<file path="config.mk">
export PLATFORM = sky130hd
export DESIGN_NAME = ram_fifo_wr_arb
export DESIGN_NICKNAME = d
export VERILOG_FILES = /design/src/rtl/ram_fifo_arb_pkg.sv /design/src/rtl/rr_arb_pick.sv /design/src/rtl/ram_fifo_wr_arb.sv
export SDC_FILE = /design/constraint.sdc
export NUM_CORES = 1
export LEC_CHECK = 0
export ABC_AREA = 1
export BUFFER_PORTS_ARGS = -buffer_cell sky130_fd_sc_hd__buf_2
export CELL_PAD_IN_SITES_DETAIL_PLACEMENT = 0
export CELL_PAD_IN_SITES_GLOBAL_PLACEMENT = 1
export CORE_MARGIN = 2
export CORE_UTILIZATION = 26
export CTS_CLUSTER_DIAMETER = 80
export DETAILED_ROUTE_END_ITERATION = 8
export GPL_TIMING_DRIVEN = 0
export PLACE_DENSITY = 0.88
export RECOVER_POWER = 25
export SETUP_SLACK_MARGIN = 0.3
export SYNTH_ARGS = -nofsm -noshare
export SYNTH_HDL_FRONTEND = slang
export SYNTH_SLANG_ARGS = --single-unit
export TNS_END_PERCENT = 10
</file>
<file path="constraint.sdc">
create_clock -name clk -period 2.05 [get_ports clk]
set_clock_uncertainty 0.15 [all_clocks]
set_input_delay 0.1025 -clock clk [delete_from_list [all_inputs] [get_ports clk]]
set_output_delay 0.1025 -clock clk [all_outputs]
set_load 0.01 [all_outputs]
</file>
<file path="src/rtl/ram_fifo_arb_pkg.sv">
// ram_fifo_arb_pkg
// Shared definitions for the Block-RAM FIFO write arbiter:
//   - arb_state_t : arbiter state (IDLE waits for a request, LOCK holds a packet grant)
//   - src_w()     : width of a producer index, never less than one bit
package ram_fifo_arb_pkg;

  typedef enum logic {
    IDLE = 1'b0,
    LOCK = 1'b1
  } arb_state_t;

  // A single producer still needs a one-bit index.
  function automatic int src_w(input int n);
    return (n <= 2) ? 1 : $clog2(n);
  endfunction

endpackage

</file>
<file path="src/rtl/rr_arb_pick.sv">
// rr_arb_pick
// Combinational rotating-priority picker. It scans the request vector
// cyclically, starting at the entry just after ptr, and returns the first
// request it finds. The entry at ptr has the lowest priority.
// Ports:
//   req    in  N_REQ  request vector
//   ptr    in  SRC_W  index of the most recently served producer
//   winner out SRC_W  index of the selected requester (0 when none)
//   found  out 1      at least one request is present
module rr_arb_pick #(
  parameter int N_REQ = 4,
  parameter int SRC_W = 2
) (
  input  logic [N_REQ-1:0] req,
  input  logic [SRC_W-1:0] ptr,
  output logic [SRC_W-1:0] winner,
  output logic             found
);

  logic [SRC_W-1:0] idx;

  // Offset 1 is checked first, so ptr itself is visited last. The loop
  // stops updating once the first hit has been recorded.
  always_comb begin
    winner = '0;
    found  = 1'b0;
    idx    = '0;
    for (int i = 1; i <= N_REQ; i++) begin
      idx = SRC_W'((int'(ptr) + i) % N_REQ);
      if (!found && req[idx]) begin
        found  = 1'b1;
        winner = idx;
      end
    end
  end

endmodule

</file>
<file path="src/rtl/ram_fifo_wr_arb.sv">
// ram_fifo_wr_arb
// Round-robin, packet-atomic arbiter in front of a Block-RAM FIFO write port.
// A producer keeps its grant from the first beat through its last beat, so
// packets from different producers never interleave in the FIFO. One IDLE
// cycle separates consecutive packets.
// Optional build macro: ARB_SRCID_EN. When it is defined, each FIFO word
// carries the granted producer index above the payload.
// Ports:
//   clk           in  1                clock, rising edge
//   rst           in  1                asynchronous active-high reset
//   i_valid       in  N_REQ            per-producer beat valid
//   i_data        in  N_REQ*DATA_W     per-producer payload (producer k at [k*DATA_W +: DATA_W])
//   i_last        in  N_REQ            per-producer last-beat flag
//   o_ready       out N_REQ            per-producer beat accept (one-hot or zero)
//   i_fifo_full   in  1                FIFO full flag
//   o_fifo_wren   out 1                FIFO write enable
//   o_fifo_wrdata out DATA_W(+SRC_W)   FIFO write data
//   o_gnt_id      out SRC_W            granted producer index
//   o_busy        out 1                a packet grant is held
module ram_fifo_wr_arb
  import ram_fifo_arb_pkg::*;
#(
  parameter  int N_REQ  = 4,
  parameter  int DATA_W = 8,
  localparam int SRC_W  = src_w(N_REQ)
) (
  input  logic                      clk,
  input  logic                      rst,
  input  logic [N_REQ-1:0]          i_valid,
  input  logic [N_REQ*DATA_W-1:0]   i_data,
  input  logic [N_REQ-1:0]          i_last,
  output logic [N_REQ-1:0]          o_ready,
  input  logic                      i_fifo_full,
  output logic                      o_fifo_wren,
`ifdef ARB_SRCID_EN
  output logic [DATA_W+SRC_W-1:0]   o_fifo_wrdata,
`else
  output logic [DATA_W-1:0]         o_fifo_wrdata,
`endif
  output logic [SRC_W-1:0]          o_gnt_id,
  output logic                      o_busy
);

  arb_state_t       state, state_nxt;
  logic [SRC_W-1:0] rr_ptr;
  logic [SRC_W-1:0] gnt_id;
  logic [SRC_W-1:0] pick_id;
  logic             pick_found;
  logic [N_REQ-1:0] gnt_sel;
  logic [DATA_W-1:0] payload;
  logic             gnt_valid;
  logic             gnt_last;
  logic             accept;

  rr_arb_pick #(
    .N_REQ (N_REQ),
    .SRC_W (SRC_W)
  ) u_pick (
    .req    (i_valid),
    .ptr    (rr_ptr),
    .winner (pick_id),
    .found  (pick_found)
  );

  // Decode the held grant into a one-hot select and mux the granted
  // producer's payload, valid and last with constant indices.
  always_comb begin
    gnt_sel = '0;
    payload = '0;
    for (int k = 0; k < N_REQ; k++) begin
      if (gnt_id == SRC_W'(k)) begin
        gnt_sel[k] = 1'b1;
        payload    = i_data[k*DATA_W +: DATA_W];
      end
    end
  end

  assign gnt_valid = |(i_valid & gnt_sel);
  assign gnt_last  = |(i_last & gnt_sel);

  // Ready follows the full flag combinationally so a write never lands on
  // a full FIFO; a beat is taken only when the granted producer is valid.
  always_comb begin
    state_nxt = state;
    o_ready   = '0;
    accept    = 1'b0;
    case (state)
      IDLE: begin
        if (pick_found) state_nxt = LOCK;
      end
      LOCK: begin
        if (!i_fifo_full) o_ready = gnt_sel;
        accept = gnt_valid && !i_fifo_full;
        if (accept && gnt_last) state_nxt = IDLE;
      end
      default: state_nxt = IDLE;
    endcase
  end

  // The grant is captured on the IDLE->LOCK transition; the round-robin
  // pointer advances only when a packet completes, so the finishing
  // producer becomes the lowest priority for the next arbitration.
  always_ff @(posedge clk or posedge rst) begin
    if (rst) begin
      state  <= IDLE;
      rr_ptr <= SRC_W'(N_REQ - 1);
      gnt_id <= '0;
    end else begin
      state <= state_nxt;
      if (state == IDLE && pick_found) gnt_id <= pick_id;
      if (accept && gnt_last) rr_ptr <= gnt_id;
    end
  end

  assign o_fifo_wren = accept;
  assign o_gnt_id    = gnt_id;
  assign o_busy      = (state == LOCK);

  // Write data is forced to zero outside accepted beats so the bus is quiet
  // when nothing is written.
`ifdef ARB_SRCID_EN
  assign o_fifo_wrdata = accept ? {gnt_id, payload} : '0;
`else
  assign o_fifo_wrdata = accept ? payload : '0;
`endif

endmodule

</file>
==> impl_metrics.yaml, run 1 <==
outcome:
  outcome: "completed"
worst_setup_path:
  reg2reg_slack_ns: 0.28
  critical_path_class: "reg2out"
  path_cells: "buf_6, nor2_4, inv_2, buf_4, buf_4, o22ai_1, o21bai_1, a21oi_2, buf_2"
  worst_path_largest_cell_delay_ns: 0.40
  critPathRequiredTime_ns: 1.80
  setup.worst_path.start_class: "flip-flop"
  cpMostUsedCell: "sky130_fd_sc_hd__buf_4"
  timing.critical_path.slowest_stage_cell: "sky130_fd_sc_hd__dfrtp_1"
  timing.critical_path.arrival_ns: 1.67
  worstPathMaxFanout: 6
  endpoint_kind: "primary output"
sta:
  timing_max_transition_violations_final: 0
  setup_total_negative_slack_ns: 0
  timing.final.crit_period_ns: 1.92
  unrepaired_setup_endpoints_after_global_routing: "true"
  worst_slew_pin_slew_ns: 0.273
  setup_viol_count_final: 0
  slew-limit-headroom_pct: 81.8
  final_min_period_over_clock_period_pct: 93.8
  finalHoldViolCount: 0
  fmax_mhz: 520
final_layout:
  layout-drive-gt1-share_pct: 49.1
  final_cell_mix: "sky130_fd_sc_hd__buf_2, sky130_fd_sc_hd__nand2_1, sky130_fd_sc_hd__nand3_1"
  diodes: 0
  layout.cells.most_common: "sky130_fd_sc_hd__buf_2"
  area_growth_pct: 56.7
  num-nets-final: 270
synth:
  synthesized_area_divided_by_synthesized_cell_count_um2: 5.93
  ys_seq_area_share_pct: 14.2
  synthesis.yosys.warnings: 0
  ys_ff_latch: 5
  mappedNetlistArea_um2: 901
  synthDistinctLibCells: 30
  synthCells: 152
  mapped_nets: 195
global_routing:
  initial_antenna_violation_count: 0
  grt_pass1_vias: 1118
  global_route_wire_length_before_repair_um: 4890
  grt_start_max_net_pins: 11
  grt_util_all_layers_pct: 15.0
  overflow: 0
floorplan:
  core-area_um2: 3340
  dieWidth_um: 62.9
  placementRows: 21
  initial_utilization_pct: 27.0
  die-area_um2: 3950
  dieHeight_um: 62.9
  top_level_ports: 59
routing:
  detail-route-antenna-nets: 0
  drt-met1-wl_um: 1240
  drt_first_pass_iters: 3
  detail_route.vias_per_cell: 4.33
  totalWireLength_um: 2760
  met2_length_um: 1280
  dr_wl_met3_um: 219
  dr.first_iter.drc_count: 48
  route.top_layer_used: "met4"
  dr_total_vias: 1179
  drc_errors: 0
  wire_per_inst_um: 10.2
power_and_ir_drop:
  pwr_density_cell_nw_per_um2: 1300
  p_switching_mw: 0.956
  p_seq_share_pct: 10.6
  clock_network_fraction_of_design_power_pct: 6.2
  internal_power_mw: 0.876
  p_sw_share_pct: 52.2
  leakage_nw: 0.796
  post-layout-total-power_mw: 1.83
  peak_supply_drop_mv: 0.312
  power.combinational.fraction_pct: 83.3
flow_run:
  max_cap_violations: 0
clocking:
  clkLatencyLatePin_ns: 0.24
  cts_htree_levels: 1
  cts_sinks: 5
  cts_buffer_depth: 2
  clkSlewWorstSetupHoldPaths_ns: 0.04
  numCtsBuffers: 3
  tritoncts_clock_tree: "built"
  cts-root-buf: "sky130_fd_sc_hd__clkbuf_4"
placement:
  detailed_place_hpwl_um: 2160
  place.port_buffers: 58
  final_weighted_congestion_in_routability_driven_placement: 0.842
worst_hold_path:
  min-delay-path-class: "in2reg"
-- metrics by stage --
step           std cells  cell area, um^2  util [%]  setup slack [ns]  hold WS, ns
6_report             272             1410      42.3             0.126        0.126
5_1_grt              272             1410      42.3           0.00717        0.172
4_1_cts              271             1400      41.9            0.0986        0.129
3_5_place_dp         256             1250      37.4             0.316       -0.146
3_3_place_gp         256             1250      37.4             0.312       -0.145
2_1_floorplan        152              901         -             0.430       -0.270
-- per-layer routing --
layer,up-vias,GRT usage (%)
met4,0,3.33
met1,494,17.2
li1,639,-
met5,-,0
met3,5,4.50
met2,41,27.0
-- what timing repair did --
action,in CTS,in global routing
gates resized for setup,7,6
endpoints found under the hold margin,5,0
pin swaps,3,3
endpoints found under the setup margin,10,14
setup buffers,10,1
hold buffers,1,0
-- cells in the mapped netlist (all sizes together) --
master | count | share of area [%]
nand3 | 14 | 8.3
nor2 | 15 | 9.4
or2 | 4 | 2.8
o21bai | 3 | 2.5
dfrtp | 3 | 8.3
inv | 18 | 7.8
nand2 | 55 | 27
o21a | 1 | 0.83
a21oi | 9 | 6.3
o22ai | 5 | 4.9
nand4 | 2 | 1.4
buf | 4 | 3.9
o21ai | 15 | 10
dfstp | 2 | 5.8
clkbuf | 2 | 0.83
-- sequential cells by signal, indices dropped and copies added (netlist names) --
signal / flops
o_busy: 1
o_gnt_id: 2
rr_ptr: 2
-- kinds of logic (layout without fill, tap and decap cells) --
logic type,count (synthesis),count (layout),synth area share (%)
compound gates,33,33,24.9
buf+inv,24,98,12.5
flops,5,5,14.2
simple gates,90,90,48.5
-- worst paths after layout --
| check | startpoint | cells past startpoint | to |
|---|---|---|---|
| hold reg to reg | rr_ptr[1] | 2 | rr_ptr[1] |
| setup reg to reg | o_gnt_id[1] | 11 | rr_ptr[1] |
| setup / recovery | o_gnt_id[0] | 9 | o_fifo_wrdata[5] |
| max in group asynchronous | rst | 3 | rr_ptr[0] |
| hold / removal | i_last[3] | 6 | rr_ptr[0] |
| min in group asynchronous | rst | 3 | o_busy |
-- critical path: cells and delay by family, from the launching register on --
kind                   cells  cell delay, ns
AOI/OAI and AO/OA          3            0.31
buffers and inverters      5            0.63
DFF                        1            0.40
and+or+nand+nor            1            0.09
-- cell type report --
class	count	area [um^2]
clock buffers	4	26.3
flip-flops and latches	5	128
inverters	18	72.6
well taps	46	57.6
fillers	359	1930
plain buffers	6	51.3
repair buffers	70	398
multi-input cells	123	678
-- power by group through the flow --
stage	clock network [mW]	logic, mW	registers [mW]
floorplan	0	0.989	0.197
global placement	0	1.31	0.193
detailed placement	0	1.30	0.194
CTS	0.116	1.51	0.192
global route	0.122	1.73	0.199
finish	0.113	1.52	0.194
Note: power is estimated with default switching activity, not from simulation.
==> run 2: changes to the inputs <==
--- a/config.mk
+++ b/config.mk
@@ -11,9 +11,9 @@
 export CELL_PAD_IN_SITES_GLOBAL_PLACEMENT = 1
 export CORE_MARGIN = 2
-export CORE_UTILIZATION = 26
+export CORE_UTILIZATION = 24
 export CTS_CLUSTER_DIAMETER = 80
 export DETAILED_ROUTE_END_ITERATION = 8
 export GPL_TIMING_DRIVEN = 0
-export PLACE_DENSITY = 0.88
+export PLACE_DENSITY = 0.85
 export RECOVER_POWER = 25
 export SETUP_SLACK_MARGIN = 0.3
==> constraint.sdc (replaced) <==
create_clock -name clk -period 1.7 [get_ports clk]
set_clock_uncertainty 0.15 [all_clocks]
set_input_delay 0 -clock clk [delete_from_list [all_inputs] [get_ports clk]]
set_output_delay 0 -clock clk [all_outputs]
set_load 0.01 [all_outputs]
==> impl_metrics.yaml, run 2 (synthesized netlist as in run 1, its figures left out) <==
outcome:
  outcome: "finished with violations"
  failed_checks: "negative setup slack"
sta:
  setup_total_negative_slack_ns: -0.109
  timing.final.crit_period_ns: 1.73
  minimum_setup_slack_in_the_final_design_ns: -0.0260
  unrepaired_setup_endpoints_after_global_routing: "true"
  final_min_period_over_clock_period_pct: 102
  setup_viol_count_final: 6
  worst_slew_pin_slew_ns: 0.217
  fmax_mhz: 579
  timing_max_transition_violations_final: 0
  final.hold.worst_slack_ns: 0.0739
  slew-limit-headroom_pct: 85.5
  finalHoldViolCount: 0
final_layout:
  layout.cells.most_common: "sky130_fd_sc_hd__buf_2"
  count_of_placed_standard_cells_in_the_final_layout_fillers_left_out: 273
  final_util_pct: 39.9
  area_growth_pct: 60.8
  final_cell_mix: "sky130_fd_sc_hd__buf_2, sky130_fd_sc_hd__nand2_1, sky130_fd_sc_hd__nand3_1"
  fin_area_um2: 1450
  diodes: 0
  num-nets-final: 269
  layout-drive-gt1-share_pct: 52.4
worst_hold_path:
  min-delay-path-class: "in2reg"
worst_setup_path:
  setup.worst_path.start_class: "flip-flop"
  timing.critical_path.arrival_ns: 1.58
  timing.critical_path.slowest_stage_cell: "sky130_fd_sc_hd__dfrtp_1"
  critical_path_class: "reg2out"
  worstPathMaxFanout: 5
  cpMostUsedCell: "sky130_fd_sc_hd__nor2_4"
  worst_path_largest_cell_delay_ns: 0.39
  critPathRequiredTime_ns: 1.55
  path_cells: "buf_4, nor2_4, inv_4, o22ai_4, nor2_4, nor2_8, o21ai_2, a21oi_2, buf_2"
  endpoint_kind: "primary output"
floorplan:
  core-area_um2: 3630
  placementRows: 22
  top_level_ports: 59
  die-area_um2: 4260
  dieWidth_um: 65.3
  initial_utilization_pct: 24.8
  dieHeight_um: 65.3
routing:
  totalWireLength_um: 2820
  drc_errors: 0
  dr.first_iter.drc_count: 46
  drt_first_pass_iters: 4
  detail_route.vias_per_cell: 4.43
  detail-route-antenna-nets: 0
  wire_per_inst_um: 10.3
  dr_total_vias: 1209
global_routing:
  grt_pass1_vias: 1064
  overflow: 0
  global_route_wire_length_before_repair_um: 4570
  initial_antenna_violation_count: 0
  grt_util_all_layers_pct: 13.4
  grt_start_max_net_pins: 11
clocking:
  cts_htree_levels: 1
  clkLatencyLatePin_ns: 0.22
  cts_buffer_depth: 2
  numCtsBuffers: 3
  cts-root-buf: "sky130_fd_sc_hd__clkbuf_8"
  cts_sinks: 5
  clkSlewWorstSetupHoldPaths_ns: 0.04
  tritoncts_clock_tree: "built"
placement:
  dp_worst_setup_slack_ns: -0.0113
  final_weighted_congestion_in_routability_driven_placement: 0.756
  detailed_place.area_um2: 1250
  detailed_place_hpwl_um: 2160
  cells_after_dpl: 258
  place.port_buffers: 58
flow_run:
  max_cap_violations: 0
power_and_ir_drop:
  leakage_nw: 0.802
  peak_supply_drop_mv: 0.338
  pwr_density_cell_nw_per_um2: 1600
  post-layout-total-power_mw: 2.32
## run 2: layout make-up
type                       instances  area [um^2]
sequential                         5          128
buffer                             6         61.3
multi-input combinational        124          711
clock inverter                     1         5.00
fill                             406         2180
tap                               48         60.1
timing repair buffer              68          368
clock buffer                       3         41.3
inverter                          18         75.1
## run 2: timing repair
| item | 4_1_cts | 5_1_grt |
|---|---|---|
| resized for setup | 13 | 5 |
| gates cloned | 1 | 0 |
| setup buffers | 6 | 3 |
| hold buffers | 1 | 0 |
| pin swaps | 6 | 7 |
| endpoints found under the setup margin | 15 | 16 |
| hold endpoints to repair | 5 | 0 |
## run 2: final timing paths
path	from	slack [ns]	cells after the start	end
setup / recovery	o_gnt_id[1]	-0.03	9	o_fifo_wrdata[4]
hold / removal	i_last[3]	0.07	6	rr_ptr[1]
setup reg to reg	rr_ptr[0]	0.04	12	o_gnt_id[1]
hold reg to reg	o_busy	0.37	1	o_busy
max in group asynchronous	rst	1.08	3	rr_ptr[0]
min in group asynchronous	rst	0.08	3	o_gnt_id[0]
## run 2: critical path, delay by kind of cell, from the launching register on
kind	cells	cell delay (ns)
AOI/OAI and AO/OA	3	0.27
buffers and inverters	3	0.34
DFF	1	0.39
and+or+nand+nor	3	0.35
## run 2: layer usage
| metal | wire, um | vias up | GRT usage, % | share of wire (%) |
|---|---|---|---|---|
| met1 | 1190 | 527 | 15.6 | 42 |
| met3 | 253 | 0 | 4.11 | 9.0 |
| met4 | 0 | 0 | 1.56 | 0 |
| met5 | 0 | - | 0 | 0 |
| li1 | - | 639 | - | - |
| met2 | 1380 | 43 | 24.6 | 49 |
## run 2: power breakdown
| group | internal (mW) | switching, mW |
|---|---|---|
| Combinational | 0.777 | 1.10 |
| Sequential | 0.184 | 0.0441 |
| Clock | 0.158 | 0.0608 |
==> run 3: changes to the inputs <==
- CORE_MARGIN: 2 -> 5
==> impl_metrics.yaml, run 3 (synthesized netlist as in run 1, its figures left out) <==
clocking:
  clkLatencyLatePin_ns: 0.22
  cts_htree_levels: 1
  numCtsBuffers: 3
  cts-root-buf: "sky130_fd_sc_hd__clkbuf_8"
  clkSlewWorstSetupHoldPaths_ns: 0.04
  cts_sinks: 5
  cts_buffer_depth: 2
  tritoncts_clock_tree: "built"
routing:
  drc_errors: 0
  detail-route-antenna-nets: 0
  drt_first_pass_iters: 4
  dr.first_iter.drc_count: 36
  dr_total_vias: 1197
  detail_route.vias_per_cell: 4.38
  totalWireLength_um: 3070
  wire_per_inst_um: 11.2
sta:
  fmax_mhz: 549
  setup_viol_count_final: 11
  timing.final.crit_period_ns: 1.82
  minimum_setup_slack_in_the_final_design_ns: -0.121
  finalHoldViolCount: 0
  timing_max_transition_violations_final: 0
  worst_slew_pin_slew_ns: 0.222
  slew-limit-headroom_pct: 85.2
  final.hold.worst_slack_ns: 0.0479
  unrepaired_setup_endpoints_after_global_routing: "true"
  final_min_period_over_clock_period_pct: 107
worst_setup_path:
  setup.worst_path.start_class: "flip-flop"
  critical_path_class: "reg2out"
  endpoint_kind: "primary output"
  critPathRequiredTime_ns: 1.55
  timing.critical_path.arrival_ns: 1.67
  worstPathMaxFanout: 5
power_and_ir_drop:
  pwr_density_cell_nw_per_um2: 1630
  leakage_nw: 0.794
  peak_supply_drop_mv: 0.569
floorplan:
  top_level_ports: 59
  initial_utilization_pct: 24.6
  die-area_um2: 5080
  placementRows: 22
  dieWidth_um: 71.3
  dieHeight_um: 71.3
  core-area_um2: 3660
placement:
  cells_after_dpl: 258
  dp_worst_setup_slack_ns: -0.0264
  final_weighted_congestion_in_routability_driven_placement: 0.804
  detailed_place_hpwl_um: 2380
  place.port_buffers: 58
final_layout:
  num-nets-final: 269
  diodes: 0
  layout.cells.most_common: "sky130_fd_sc_hd__buf_2"
  layout-drive-gt1-share_pct: 52.0
  area_growth_pct: 63.6
  count_of_placed_standard_cells_in_the_final_layout_fillers_left_out: 273
  final_cell_mix: "sky130_fd_sc_hd__buf_2, sky130_fd_sc_hd__nand2_1, sky130_fd_sc_hd__nand3_1"
worst_hold_path:
  min-delay-path-class: "in2reg"
global_routing:
  grt_pass1_vias: 1113
  grt_start_max_net_pins: 11
  overflow: 0
  global_route_wire_length_before_repair_um: 5010
  initial_antenna_violation_count: 0
  grt_util_all_layers_pct: 12.1
flow_run:
  max_cap_violations: 0
outcome:
  failed_checks: "negative setup slack"
  outcome: "finished with violations"
## run 3: power breakdown
part | total [mW] | internal, mW | switching (mW)
combinational | 1.95 | 0.811 | 1.14
sequential | 0.234 | 0.185 | 0.0494
clock | 0.221 | 0.161 | 0.0603
## run 3: repair_timing
action	4_1_cts	5_1_grt
gates resized for setup	14	5
gates cloned	1	0
hold buffers	1	0
setup buffers	9	0
endpoints found under the hold margin	5	0
setup endpoints to repair	15	16
pin swaps	7	3
## run 3: layout make-up
| type | instances | area (um^2) |
|---|---|---|
| Clock buffer | 4 | 45.0 |
| Inverter | 18 | 75.1 |
| Buffer | 6 | 55.1 |
| Fill cell | 401 | 2190 |
| Tap cell | 48 | 60.1 |
| Sequential cell | 5 | 128 |
| Timing Repair Buffer | 68 | 380 |
| Multi-Input combinational cell | 124 | 731 |
## run 3: worst paths after layout
kind / slack, ns / from / end / cells past startpoint
setup / recovery: -0.12 / o_gnt_id[1] / o_fifo_wrdata[4] / 9
hold / removal: 0.05 / i_last[3] / rr_ptr[1] / 6
setup reg to reg: -0.04 / o_gnt_id[1] / o_busy / 9
hold reg to reg: 0.38 / o_busy / o_busy / 1
max in group asynchronous: 1.09 / rst / rr_ptr[0] / 3
min in group asynchronous: 0.08 / rst / o_gnt_id[0] / 3
## run 3: metrics by stage
step	setup TNS (ns)	util, %	instance area (um^2)	power [mW]
after floorplan	0	-	905	1.44
after global placement	-0.00985	34.3	1250	1.82
after detailed placement	-0.0413	34.3	1250	1.83
after CTS	-0.562	39.6	1450	2.38
after global routing	-1.92	40.3	1470	2.65
final	-0.535	40.3	1470	2.41
## run 3: worst max-delay path, stage by stage, from the launching register on
cell	delay, ns
sky130_fd_sc_hd__dfrtp_1	0.39
sky130_fd_sc_hd__buf_6	0.15
sky130_fd_sc_hd__inv_4	0.06
sky130_fd_sc_hd__nand2_4	0.05
sky130_fd_sc_hd__o22ai_4	0.18
sky130_fd_sc_hd__nor2_4	0.09
sky130_fd_sc_hd__nor2_4	0.21
sky130_fd_sc_hd__o21ai_2	0.08
sky130_fd_sc_hd__a21oi_2	0.09
sky130_fd_sc_hd__buf_2	0.13
## run 3: metal layers
metal,share of wire [%],global-route usage [%],up-vias
met5,0,0,-
met4,0.26,1.25,0
met3,10,4.63,2
met2,47,20.6,45
met1,42,14.9,511
li1,-,-,639
